===== src/rtl/fir_pkg.sv =====
// Shared FIR definitions: default widths, coefficient-scheduler state encoding
// and the SRAM address-width rule.
package fir_pkg;

  localparam int DATA_WIDTH_DEF = 16;
  localparam int ADDR_DEPTH_DEF = 10;

  typedef enum logic [1:0] {
    IDLE  = 2'd0,
    FETCH = 2'd1,
    DRAIN = 2'd2
  } schedState_t;

  // Depth is never a power of two, so the top word address fits in $clog2(depth) bits.
  function automatic int addrWidth(input int depth);
    return $clog2(depth);
  endfunction

endpackage


===== src/rtl/fir_coef_fetch_cnt.sv =====
// Tap counter running 1..TAPS: load restarts at 1, enable advances, wraps after TAPS.
module fir_coef_fetch_cnt
  import fir_pkg::*;
#(
  parameter int AW   = 4,
  parameter int TAPS = 10
) (
  input  logic          iClk_12M,
  input  logic          iRsn,
  input  logic          iLoad,
  input  logic          iEn,
  output logic [AW-1:0] oCnt,
  output logic          oTc
);

  assign oTc = (oCnt == AW'(TAPS));

  always_ff @(posedge iClk_12M or negedge iRsn) begin
    if (!iRsn) begin
      oCnt <= '0;
    end else if (iLoad) begin
      oCnt <= AW'(1);
    end else if (iEn) begin
      oCnt <= oTc ? AW'(1) : oCnt + AW'(1);
    end
  end

endmodule


===== src/rtl/fir_coef_ram_sched.sv =====
// Arbitrates the single-port coefficient SRAM between per-sample tap bursts
// (highest priority) and host coefficient writes granted between bursts.
module fir_coef_ram_sched
  import fir_pkg::*;
#(
  parameter int  DATA_WIDTH = DATA_WIDTH_DEF,
  parameter int  ADDR_DEPTH = ADDR_DEPTH_DEF,
  parameter int  TAPS       = 10,
  localparam int AW         = addrWidth(ADDR_DEPTH)
) (
  input  logic                         iClk_12M,
  input  logic                         iRsn,
  input  logic                         iEnSample,
  input  logic                         iUpdVld,
  input  logic [AW-1:0]                iUpdAddr,
  input  logic signed [DATA_WIDTH-1:0] iUpdDt,
  output logic                         oUpdRdy,
  input  logic                         iClrErr,
  output logic                         oCsnRam,
  output logic                         oWrnRam,
  output logic [AW-1:0]                oAddrRam,
  output logic signed [DATA_WIDTH-1:0] oWrDtRam,
  input  logic signed [DATA_WIDTH-1:0] iRdDtRam,
  output logic signed [DATA_WIDTH-1:0] oCoef,
  output logic                         oCoefVld,
  output logic [AW-1:0]                oTapIdx,
  output logic                         oLastTap,
  output logic                         oBusy,
  output logic                         oOvr,
  output logic                         oAddrErr
);

  if ((ADDR_DEPTH & (ADDR_DEPTH - 1)) == 0) begin : gBadDepth
    $error("ADDR_DEPTH must not be a power of two");
  end
  if (TAPS < 1 || TAPS > ADDR_DEPTH) begin : gBadTaps
    $error("TAPS must lie in 1..ADDR_DEPTH");
  end

  schedState_t   state;
  logic [AW-1:0] tapCnt;
  logic          tapTc;
  logic          startFetch;
  logic          updAccept;
  logic          updLegal;

  // DRAIN carries no SRAM access, so a new sample may start there without a bubble.
  assign startFetch = iEnSample && (state == IDLE || state == DRAIN);
  assign oUpdRdy    = iRsn && (state == IDLE) && !iEnSample;
  assign updAccept  = iUpdVld && oUpdRdy;
  assign updLegal   = (iUpdAddr != '0) && (iUpdAddr <= AW'(ADDR_DEPTH));
  assign oCoef      = iRdDtRam;

  fir_coef_fetch_cnt #(
    .AW   (AW),
    .TAPS (TAPS)
  ) uTapCnt (
    .iClk_12M (iClk_12M),
    .iRsn     (iRsn),
    .iLoad    (startFetch),
    .iEn      (state == FETCH && !tapTc),
    .oCnt     (tapCnt),
    .oTc      (tapTc)
  );

  always_ff @(posedge iClk_12M or negedge iRsn) begin
    if (!iRsn) begin
      state    <= IDLE;
      oCsnRam  <= 1'b1;
      oWrnRam  <= 1'b1;
      oAddrRam <= '0;
      oWrDtRam <= '0;
      oCoefVld <= 1'b0;
      oTapIdx  <= '0;
      oLastTap <= 1'b0;
      oBusy    <= 1'b0;
      oOvr     <= 1'b0;
      oAddrErr <= 1'b0;
    end else begin
      // NOTE: these defaults are overridden further down; with non-blocking
      // assignments the last write in the block wins, so every path is covered.
      oCsnRam  <= 1'b1;
      oWrnRam  <= 1'b1;
      oCoefVld <= 1'b0;
      oLastTap <= 1'b0;

      case (state)
        IDLE, DRAIN: begin
          if (startFetch) begin
            state    <= FETCH;
            oBusy    <= 1'b1;
            oCsnRam  <= 1'b0;
            oAddrRam <= AW'(1);
          end else begin
            state <= IDLE;
            oBusy <= 1'b0;
            if (updAccept && updLegal) begin
              oCsnRam  <= 1'b0;
              oWrnRam  <= 1'b0;
              oAddrRam <= iUpdAddr;
              oWrDtRam <= iUpdDt;
            end
          end
        end
        FETCH: begin
          // Read data for tapCnt returns next cycle, so the index travels with it.
          oCoefVld <= 1'b1;
          oTapIdx  <= tapCnt;
          oLastTap <= tapTc;
          if (tapTc) begin
            state <= DRAIN;
          end else begin
            oCsnRam  <= 1'b0;
            oAddrRam <= tapCnt + AW'(1);
          end
        end
        default: state <= IDLE;
      endcase

      if (iEnSample && state == FETCH) begin
        oOvr <= 1'b1;
      end else if (iClrErr) begin
        oOvr <= 1'b0;
      end

      if (updAccept && !updLegal) begin
        oAddrErr <= 1'b1;
      end else if (iClrErr) begin
        oAddrErr <= 1'b0;
      end
    end
  end

endmodule

===== config.mk =====
export PLATFORM = sky130hd
export DESIGN_NAME = fir_coef_ram_sched
export DESIGN_NICKNAME = d
export VERILOG_FILES = /design/src/rtl/fir_pkg.sv /design/src/rtl/fir_coef_fetch_cnt.sv /design/src/rtl/fir_coef_ram_sched.sv
export SDC_FILE = /design/constraint.sdc
export NUM_CORES = 1
export LEC_CHECK = 0
export CAP_MARGIN = 30
export CORE_UTILIZATION = 23
export DETAILED_ROUTE_END_ITERATION = 7
export GPL_ROUTABILITY_DRIVEN = 0
export SLEW_MARGIN = 20
export SYNTH_ARGS = -nofsm -noshare
export SYNTH_HDL_FRONTEND = slang
export SYNTH_SLANG_ARGS = --single-unit
export TNS_END_PERCENT = 50

===== constraint.sdc =====
create_clock -name iClk_12M -period 2.5 [get_ports iClk_12M]
set_input_delay 0.375 -clock iClk_12M [delete_from_list [all_inputs] [get_ports iClk_12M]]
set_output_delay 0.375 -clock iClk_12M [all_outputs]
set_load 0.03 [all_outputs]

==> results.sh, run 1 <==
export IMPL_status="completed"
export IMPL_hold_path_class="primary input to asynchronous set/reset pin"
export IMPL_timing_final_ws_setup_ns=0.538
export IMPL_die_y_um=89.2
export IMPL_fp_dieArea_um2=7950
export IMPL_crit_path_end_kind="register"
export IMPL_p_leak_nw=1.09
export IMPL_antenna_diode_count=0
export IMPL_routed_via_density=4.08
export IMPL_floorplan_core_area_um2=7290
export IMPL_finalNetCount=230
export IMPL_layout_skew_ns=0.00604
export IMPL_postSynthNetCount=184
export IMPL_finalMaxSlewViolations=0
export IMPL_vias=1170
export IMPL_timing_critical_path_required_ns=2.68
export IMPL_detailedPlace_worstSlack_ns=0.216
export IMPL_synthToLayoutAreaGrowth_pct=39.7
export IMPL_critical_path_max_fanout=11
export IMPL_via_count_of_the_first_global_routing_pass=1157
export IMPL_finish_utilization=0.335
export IMPL_stdcell_area_um2=2440
export IMPL_post_synth_cell_area_avg_um2=12.4
export IMPL_total_power_mw=3.16
export IMPL_synth_async_reset_ratio=1.00
export IMPL_timing_worst_slew_pin_value_ns=0.481
export IMPL_post_route_drc_count=0
export IMPL_layout_drive_gt1_share=0.218
export IMPL_setup_tns_ns=0
export IMPL_design_portCount=89
export IMPL_synth_edf_count=0
export IMPL_number_of_iterations_in_the_first_detailed_routing_pass=4
export IMPL_most_common_cell_in_the_synthesized_netlist="dfrtp_1"
export IMPL_cts_hold_repair_buffers=0
export IMPL_maxClockFrequency_ghz=0.510
export IMPL_grt_use_total=0.102
export IMPL_clockBufferDepth=2
export IMPL_synthTopCellsByCount="dfrtp_1, buf_4, nand2_1"
export IMPL_cts_buffers_inserted=5
export IMPL_worstSkewPairLatency_ns=0.29
export IMPL_max_cap_viol_count=0
export IMPL_largest_area_contributor_in_the_synthesized_netlist="dfrtp_1"
export IMPL_clkSlewWorstSetupHoldPaths_ns=0.08
export IMPL_cts_tree="done"
export IMPL_grt_antenna_before_repair=0
export IMPL_dp_cells=279
export IMPL_synth_area_leaders="dfrtp_1, mux2_4, mux2_2"
export IMPL_post_drt_wl_per_cell_um=13.3
export IMPL_tritoncts_num_sinks=37
export IMPL_detailed_place_area_um2=2310
export IMPL_core_rowCount=31
export IMPL_path_class="primary input to register"
export IMPL_numPortBuffers=56
export IMPL_final_worst_path_period_share=0.785
export IMPL_floorplan_initialDensity=0.240
export IMPL_synth_warnings=0
export IMPL_detail_route_wirelength_um=3810
export IMPL_worst_case_vdd_ir_drop_v=0.000375
export IMPL_timing_critical_path_arrival_ns=2.14
export IMPL_dieWidth_um=89.2
export IMPL_grt_pass1_wl_um=5950
export IMPL_ys_dominant_reg_cell="dfrtp_1"
export IMPL_ys_seq_area_frac=0.531
export IMPL_finalWorstPathRequiredPeriod_ns=1.96
export IMPL_place_hpwl_um=2760
export IMPL_pwr_density_cell_nw_per_um2=1290
export IMPL_timing_critical_path_from_type="primary input"
export IMPL_yosys_register_bits=37
export IMPL_post_synth_instance_area_um2=1750
export IMPL_post_synth_inst_count=141
export IMPL_reg2reg_depth=4
export IMPL_synth_cell_type_count=31
export IMPL_cts_root_buffer_cell="clkbuf_8"
export IMPL_drt_first_iter_violations=49
export IMPL_slew_limit_headroom=0.679
export IMPL_ctsResizeCount=0
export IMPL_deepest_level_of_the_cts_h_tree=2
export IMPL_finalHoldViolCount=0
export IMPL_remaining_antenna_violation_count=0
export IMPL_hold_slack_ns=0.158
export IMPL_post_cts_setup_buffer_count=0
export IMPL_globalRoute_totalOverflow=0
export IMPL_rsz0062_at_grt="false"
export IMPL_final_setup_viol_count=0
export IMPL_synth_largest_type_area_fraction=0.501
export IMPL_grt_max_degree=38
export IMPL_stdcell_count=287
worst max-delay path: stages:
cell             delay, ns
clkdlybuf4s50_1       0.47
or4_4                 0.59
o2111ai_4             0.10
buf_4                 0.25
mux2_2                0.35
worst paths after layout:
check / from / endpoint / slack, ns
max: iUpdAddr[2] / oWrDtRam[3] / 0.54
min: iRsn / uTapCnt.oCnt[2] / 0.16
max reg2reg: state[1] / oWrDtRam[9] / 0.61
min reg2reg: oTapIdx[2] / oTapIdx[2] / 0.48
max in group asynchronous: iRsn / oWrnRam / 1.99
min in group iClk_12M: oTapIdx[2] / oTapIdx[2] / 0.48
layer usage:
metal | wire (µm) | GRT usage
met1 | 1690 | 0.132
met2 | 1720 | 0.151
met3 | 325 | 0.0416
met4 | 70 | 0.0447
met5 | 0 | 0
layout by cell type (no fill, tap or decap), types with 2 or more instances in the layout:
| cell | Yosys | routed |
|---|---|---|
| clkdlybuf4s50_1 | 0 | 54 |
| dfrtp_1 | 35 | 35 |
| nand2_1 | 14 | 14 |
| mux2_2 | 12 | 12 |
| mux2_4 | 9 | 9 |
| o21ai_0 | 7 | 7 |
| a22o_1 | 6 | 6 |
| inv_1 | 5 | 5 |
| clkbuf_8 | 0 | 5 |
| buf_4 | 16 | 5 |
| nor2_1 | 4 | 4 |
| a21oi_1 | 3 | 3 |
| nand2b_1 | 2 | 2 |
| and2_1 | 2 | 2 |
| nand3_1 | 2 | 2 |
| xor2_1 | 2 | 2 |
| ha_1 | 2 | 2 |
| bufinv_16 | 0 | 2 |
| dfstp_2 | 2 | 2 |
logic make-up (layout without fill, tap and decap cells):
logic type                 count (synthesis)  after routing  synth area share
and+or+nand+nor                           31             31            0.0988
AOI/OAI and AO/OA                         21             21            0.0916
xor gates and xnor gates                   3              3            0.0150
adders and majority gates                  2              2            0.0143
DFF                                       37             37             0.531
buffers and inverters                     26             73            0.0945
muxes                                     21             21             0.155
state kept, by name, indices dropped and copies added, names as in the netlist:
name	count
state	2
oAddrErr	1
oWrnRam	1
uTapCnt.oCnt	4
oWrDtRam	16
oCsnRam	1
oAddrRam	4
oBusy	1
oCoefVld	1
oOvr	1
oLastTap	1
oTapIdx	4
area by class of cell:
| cell class | count | area [µm²] |
|---|---|---|
| clock buffer | 5 | 68.8 |
| clock inverter | 3 | 65.1 |
| fill | 768 | 4850 |
| inverter | 5 | 18.8 |
| multi-input combinational | 78 | 654 |
| sequential | 37 | 928 |
| tap | 99 | 124 |
| timing repair buffer | 60 | 583 |
power by group:
group	internal [mW]	leakage, nW	switching, mW	total, mW
logic	0.738	0.564	0.769	1.51
clock network	0.396	0.0681	0.213	0.609
registers	0.854	0.458	0.187	1.04
total	1.99	1.09	1.17	3.16
(Power assumes the default switching activity.)
==> inputs of run 2 (changes only) <==
clock period = 1.9 ns   (was 2.5 ns; I/O delays follow)
==> run 2 against run 1 <==
Non-clock buffer count is 12 higher. First-iteration DRC count is 22% higher. Clock power is 10% lower. Hold slack worse by 0.090 ns. Critical path depth is 1 lower. Critical path type is now primary input to output port. Power is 25% higher. Flip-flop and latch count stayed put. Cell count is 4.2% higher. Largest cell class unchanged. Die area stayed put. Register-to-register slack worse by 0.49 ns. Design area is 2.4% higher. Clock-buffer cell count is 3 higher.
==> results.sh, run 2 (same netlist as run 1, synthesis figures left out) <==
export IMPL_timing_critical_path_from_type="primary input"
export IMPL_top_register="oWrDtRam"
export IMPL_clockBufferDepth=2
export IMPL_globalRoute_totalOverflow=0
export IMPL_grt_use_total=0.0973
export IMPL_path_class="primary input to output port"
export IMPL_cts_tree="done"
export IMPL_deepest_level_of_the_cts_h_tree=2
export IMPL_tritoncts_num_sinks=37
export IMPL_most_common_layout_cells="clkdlybuf4s50_1, dfrtp_1, buf_4"
export IMPL_antenna_diode_count=0
export IMPL_vias=1177
export IMPL_rsz0062_at_grt="false"
export IMPL_die_y_um=89.2
export IMPL_detail_route_wirelength_um=3680
export IMPL_hold_path_class="primary input to asynchronous set/reset pin"
export IMPL_cts_root_buffer_cell="clkbuf_8"
export IMPL_finalWorstPathRequiredPeriod_ns=1.79
export IMPL_hold_slack_ns=0.0685
export IMPL_setup_tns_ns=0
export IMPL_slew_limit_headroom=0.692
export IMPL_worstSkewPairLatency_ns=0.28
export IMPL_final_worst_path_period_share=0.945
export IMPL_design_portCount=89
export IMPL_finalNetCount=242
export IMPL_grt_antenna_before_repair=0
export IMPL_fp_dieArea_um2=7950
export IMPL_leading_cell_type_in_the_layout_fill_and_taps_excluded="clkdlybuf4s50_1"
export IMPL_timing_worst_slew_pin_value_ns=0.462
export IMPL_cts_hold_repair_buffers=0
export IMPL_post_cts_setup_buffer_count=0
export IMPL_critical_path_max_fanout=2
export IMPL_timing_critical_path_arrival_ns=1.51
export IMPL_worst_case_vdd_ir_drop_v=0.000390
export IMPL_number_of_iterations_in_the_first_detailed_routing_pass=4
export IMPL_grt_pass1_wl_um=5640
export IMPL_drt_first_iter_violations=60
export IMPL_p_leak_nw=1.13
export IMPL_final_setup_viol_count=0
export IMPL_ctsResizeCount=0
export IMPL_status="completed"
export IMPL_layout_skew_ns=0.00666
export IMPL_synthToLayoutAreaGrowth_pct=43.1
export IMPL_finalMaxSlewViolations=0
export IMPL_maxClockFrequency_ghz=0.557
export IMPL_finish_utilization=0.343
export IMPL_dieWidth_um=89.2
export IMPL_finalHoldViolCount=0
export IMPL_max_cap_viol_count=0
export IMPL_floorplan_core_area_um2=7290
export IMPL_place_hpwl_um=2740
export IMPL_cts_buffers_inserted=5
export IMPL_routed_via_density=3.94
export IMPL_layout_drive_gt1_share=0.255
export IMPL_floorplan_initialDensity=0.240
export IMPL_flip_flop_count_of_the_largest_register_all_copies_and_words_added=16
export IMPL_pwr_density_cell_nw_per_um2=1580
export IMPL_post_route_drc_count=0
export IMPL_timing_critical_path_required_ns=1.62
export IMPL_core_rowCount=31
export IMPL_clkSlewWorstSetupHoldPaths_ns=0.07
export IMPL_crit_path_end_kind="output port"
export IMPL_grt_max_degree=38
export IMPL_numPortBuffers=56
export IMPL_post_drt_wl_per_cell_um=12.3
export IMPL_remaining_antenna_violation_count=0
export IMPL_via_count_of_the_first_global_routing_pass=1124
## run 2: changes by cell type in the layout (fill, tap and decap cells not counted), sizes merged
cell    before  now
clkinv       1    0
clkbuf       5    8
buf          6   18
bufinv       2    0
## run 2: path summary, 6_finish.rpt
| path | from | cells past startpoint | to | slack (ns) |
|---|---|---|---|---|
| worst max-delay path | iEnSample | 4 | oUpdRdy | 0.11 |
| worst min-delay path | iRsn | 2 | uTapCnt.oCnt[3] | 0.07 |
| worst max register to register | uTapCnt.oCnt[0] | 6 | oAddrRam[3] | 0.12 |
| worst min register to register | oTapIdx[3] | 2 | oTapIdx[3] | 0.48 |
| max in group asynchronous | iRsn | 2 | oCsnRam | 1.48 |
| min in group iClk_12M | oTapIdx[3] | 2 | oTapIdx[3] | 0.48 |
## run 2: report_power, final
part	total [mW]	leakage, nW	switching, mW	internal [mW]
clock network	0.547	0.0455	0.252	0.296
registers	1.34	0.458	0.215	1.13
logic	2.07	0.629	1.04	1.03
## run 2: metal layers
layer | global-route usage | vias up | wire (µm)
met5 | 0 | - | 0
met4 | 0.0548 | 0 | 73
met3 | 0.0360 | 7 | 296
met2 | 0.144 | 44 | 1630
met1 | 0.122 | 542 | 1680
li1 | - | 584 | -
## run 2: cell type report
cell class                 count  area (µm²)
tap                           99         124
timing repair buffer          72         686
multi-input combinational     78         654
fill                         758        4790
clock buffer                   8        90.1
sequential                    37         928
inverter                       5        18.8
## run 2: through the flow
| step | instances | instance area (µm²) | worst slack, ns | power, mW |
|---|---|---|---|---|
| 3_5_place_dp | 291 | 2410 | -0.168 | 3.44 |
| 2_1_floorplan | 141 | 1750 | -0.0270 | 2.65 |
| 5_1_grt | 299 | 2500 | 0.00348 | 4.23 |
| 4_1_cts | 299 | 2500 | 0.0962 | 4.02 |
| 3_3_place_gp | 291 | 2410 | -0.145 | 3.42 |
| 6_report | 299 | 2500 | 0.105 | 3.96 |
## run 2: critical path: stages
cell and delay [ns]:
clkdlybuf4s50_1 0.48, nor4b_4 0.41, buf_4 0.18, buf_4 0.15
==> inputs of run 3 (changes only) <==
CORE_MARGIN = 2   (was unset)
RECOVER_POWER = 100   (was unset)
==> run 3 against run 2 <==
Combinational power shrank 6%. Via count up 3.5%. Critical path depth increased by 1. First-iteration DRC count grew 40%. Fmax decreased by 1.8%. Register-to-register slack improved by 0.02 ns. Clock power shrank 4%. Flip-flop and latch count did not move. Power decreased by 4.4%. Clock-buffer cell count down 3. Critical path type is now primary input to register. Highest routed layer unchanged.
==> results.sh, run 3 (same netlist as run 1, synthesis figures left out) <==
export IMPL_status="completed"
export IMPL_number_of_iterations_in_the_first_detailed_routing_pass=4
export IMPL_cts_tree="done"
export IMPL_pwr_density_cell_nw_per_um2=1540
export IMPL_p_sw_frac=0.404
export IMPL_drt_first_iter_violations=84
export IMPL_finalNetCount=242
export IMPL_worstSkewPairLatency_ns=0.28
export IMPL_core_rowCount=31
export IMPL_share_comb_of_total_power=0.513
export IMPL_timing_final_ws_setup_ns=0.0726
export IMPL_routed_via_density=4.07
export IMPL_cts_root_buffer_cell="clkbuf_8"
export IMPL_slew_limit_headroom=0.376
export IMPL_timing_critical_path_required_ns=2.07
export IMPL_timing_critical_path_arrival_ns=1.99
export IMPL_synthToLayoutAreaGrowth_pct=40.8
export IMPL_tritoncts_num_sinks=37
export IMPL_final_worst_path_period_share=0.962
export IMPL_globalRouteMet1Util=0.129
export IMPL_numPortBuffers=56
export IMPL_finalMaxSlewViolations=0
export IMPL_grt_pass1_wl_um=6430
export IMPL_layout_skew_ns=0.00337
export IMPL_pwr_share_seq=0.348
export IMPL_rsz0062_at_grt="false"
export IMPL_detailedPlace_worstSlack_ns=-0.172
export IMPL_place_hpwl_um=2940
export IMPL_dp_cells=291
export IMPL_post_drt_wl_per_cell_um=13.2
export IMPL_deepest_level_of_the_cts_h_tree=2
export IMPL_via_count_of_the_first_global_routing_pass=1239
export IMPL_fp_dieArea_um2=8310
export IMPL_cts_hold_repair_buffers=0
export IMPL_maxClockFrequency_ghz=0.547
export IMPL_stdcell_count=299
export IMPL_clockBufferDepth=2
export IMPL_remaining_antenna_violation_count=0
export IMPL_internal_power_mw=2.25
export IMPL_clkSlewWorstSetupHoldPaths_ns=0.08
export IMPL_layout_drive_gt1_share=0.210
export IMPL_grt_busiest_layer="met2"
export IMPL_timing_worst_slew_pin_value_ns=0.937
export IMPL_critical_path_max_fanout=10
export IMPL_crit_path_end_kind="register"
export IMPL_post_cts_setup_buffer_count=0
export IMPL_flip_flop_count_of_the_largest_register_all_copies_and_words_added=16
export IMPL_dieWidth_um=91.2
export IMPL_top_register="oWrDtRam"
export IMPL_post_route_drc_count=0
export IMPL_final_setup_viol_count=0
export IMPL_grt_util_met2=0.145
export IMPL_vias=1218
export IMPL_finalHoldViolCount=0
export IMPL_path_class="primary input to register"
export IMPL_design_portCount=89
export IMPL_clockPowerShare=0.139
export IMPL_leading_cell_type_in_the_layout_fill_and_taps_excluded="dfrtp_1"
export IMPL_timing_critical_path_from_type="primary input"
export IMPL_switchingPower_mw=1.53
export IMPL_finalWorstPathRequiredPeriod_ns=1.83
export IMPL_global_route_usage_met3=0.0365
export IMPL_detail_route_wirelength_um=3940
export IMPL_hold_slack_ns=0.308
export IMPL_die_y_um=91.2
export IMPL_p_leak_nw=1.14
export IMPL_antenna_diode_count=0
export IMPL_most_common_layout_cells="dfrtp_1, dlygate4sd3_1, clkdlybuf4s50_1"
export IMPL_grt_use_total=0.0991
export IMPL_max_cap_viol_count=0
export IMPL_hold_path_class="primary input to asynchronous set/reset pin"
export IMPL_floorplan_initialDensity=0.240
export IMPL_floorplan_core_area_um2=7290
export IMPL_worst_case_vdd_ir_drop_v=0.000347
export IMPL_globalRoute_totalOverflow=0
export IMPL_cts_buffers_inserted=5
export IMPL_grt_max_degree=38
export IMPL_ctsResizeCount=0
export IMPL_grt_antenna_before_repair=0
run 3: layout make-up:
type	count	area [µm²]
multi-input combinational	78	617
timing repair buffer	72	687
clock buffer	5	68.8
inverter	5	18.8
fill	774	4830
sequential	37	928
tap	99	124
clock inverter	3	17.5
run 3: per-stage QoR:
stage	util	setup TNS (ns)	instance area [µm²]	power, mW
after floorplan	-	-0.307	1750	2.65
after global placement	0.332	-2.33	2420	3.43
after detailed placement	0.332	-2.80	2420	3.47
after CTS	0.344	0	2510	4.02
after global routing	0.338	0	2460	4.04
final	0.338	0	2460	3.79
run 3: worst paths after layout:
| kind | start | end | slack, ns | cells past startpoint |
|---|---|---|---|---|
| min in group iClk_12M | oTapIdx[1] | oTapIdx[1] | 0.48 | 2 |
| hold reg to reg | oTapIdx[1] | oTapIdx[1] | 0.48 | 2 |
| setup / recovery | iUpdAddr[1] | oWrDtRam[2] | 0.07 | 5 |
| setup reg to reg | uTapCnt.oCnt[0] | oAddrRam[0] | 0.14 | 6 |
| max in group asynchronous | iRsn | oWrDtRam[6] | 1.01 | 2 |
| hold / removal | iRsn | uTapCnt.oCnt[0] | 0.31 | 2 |
run 3: worst max-delay path, stage by stage:
cell and delay (ns):
clkdlybuf4s50_1 0.43, or4_1 0.56, o2111ai_2 0.18, buf_12 0.19, mux2_2 0.34
run 3: power groups by stage:
stage	combinational, mW	sequential [mW]	clock [mW]
global route	2.08	1.37	0.582
global placement	2.08	1.35	0
finish	1.94	1.32	0.527
floorplan	0.776	1.88	0
detailed placement	2.11	1.36	0
CTS	2.12	1.35	0.553
run 3: routing by layer:
metal | vias up | routed length (µm)
li1 | 585 | -
met3 | 11 | 268
met2 | 40 | 1800
met5 | - | 0
met1 | 582 | 1800
met4 | 0 | 71
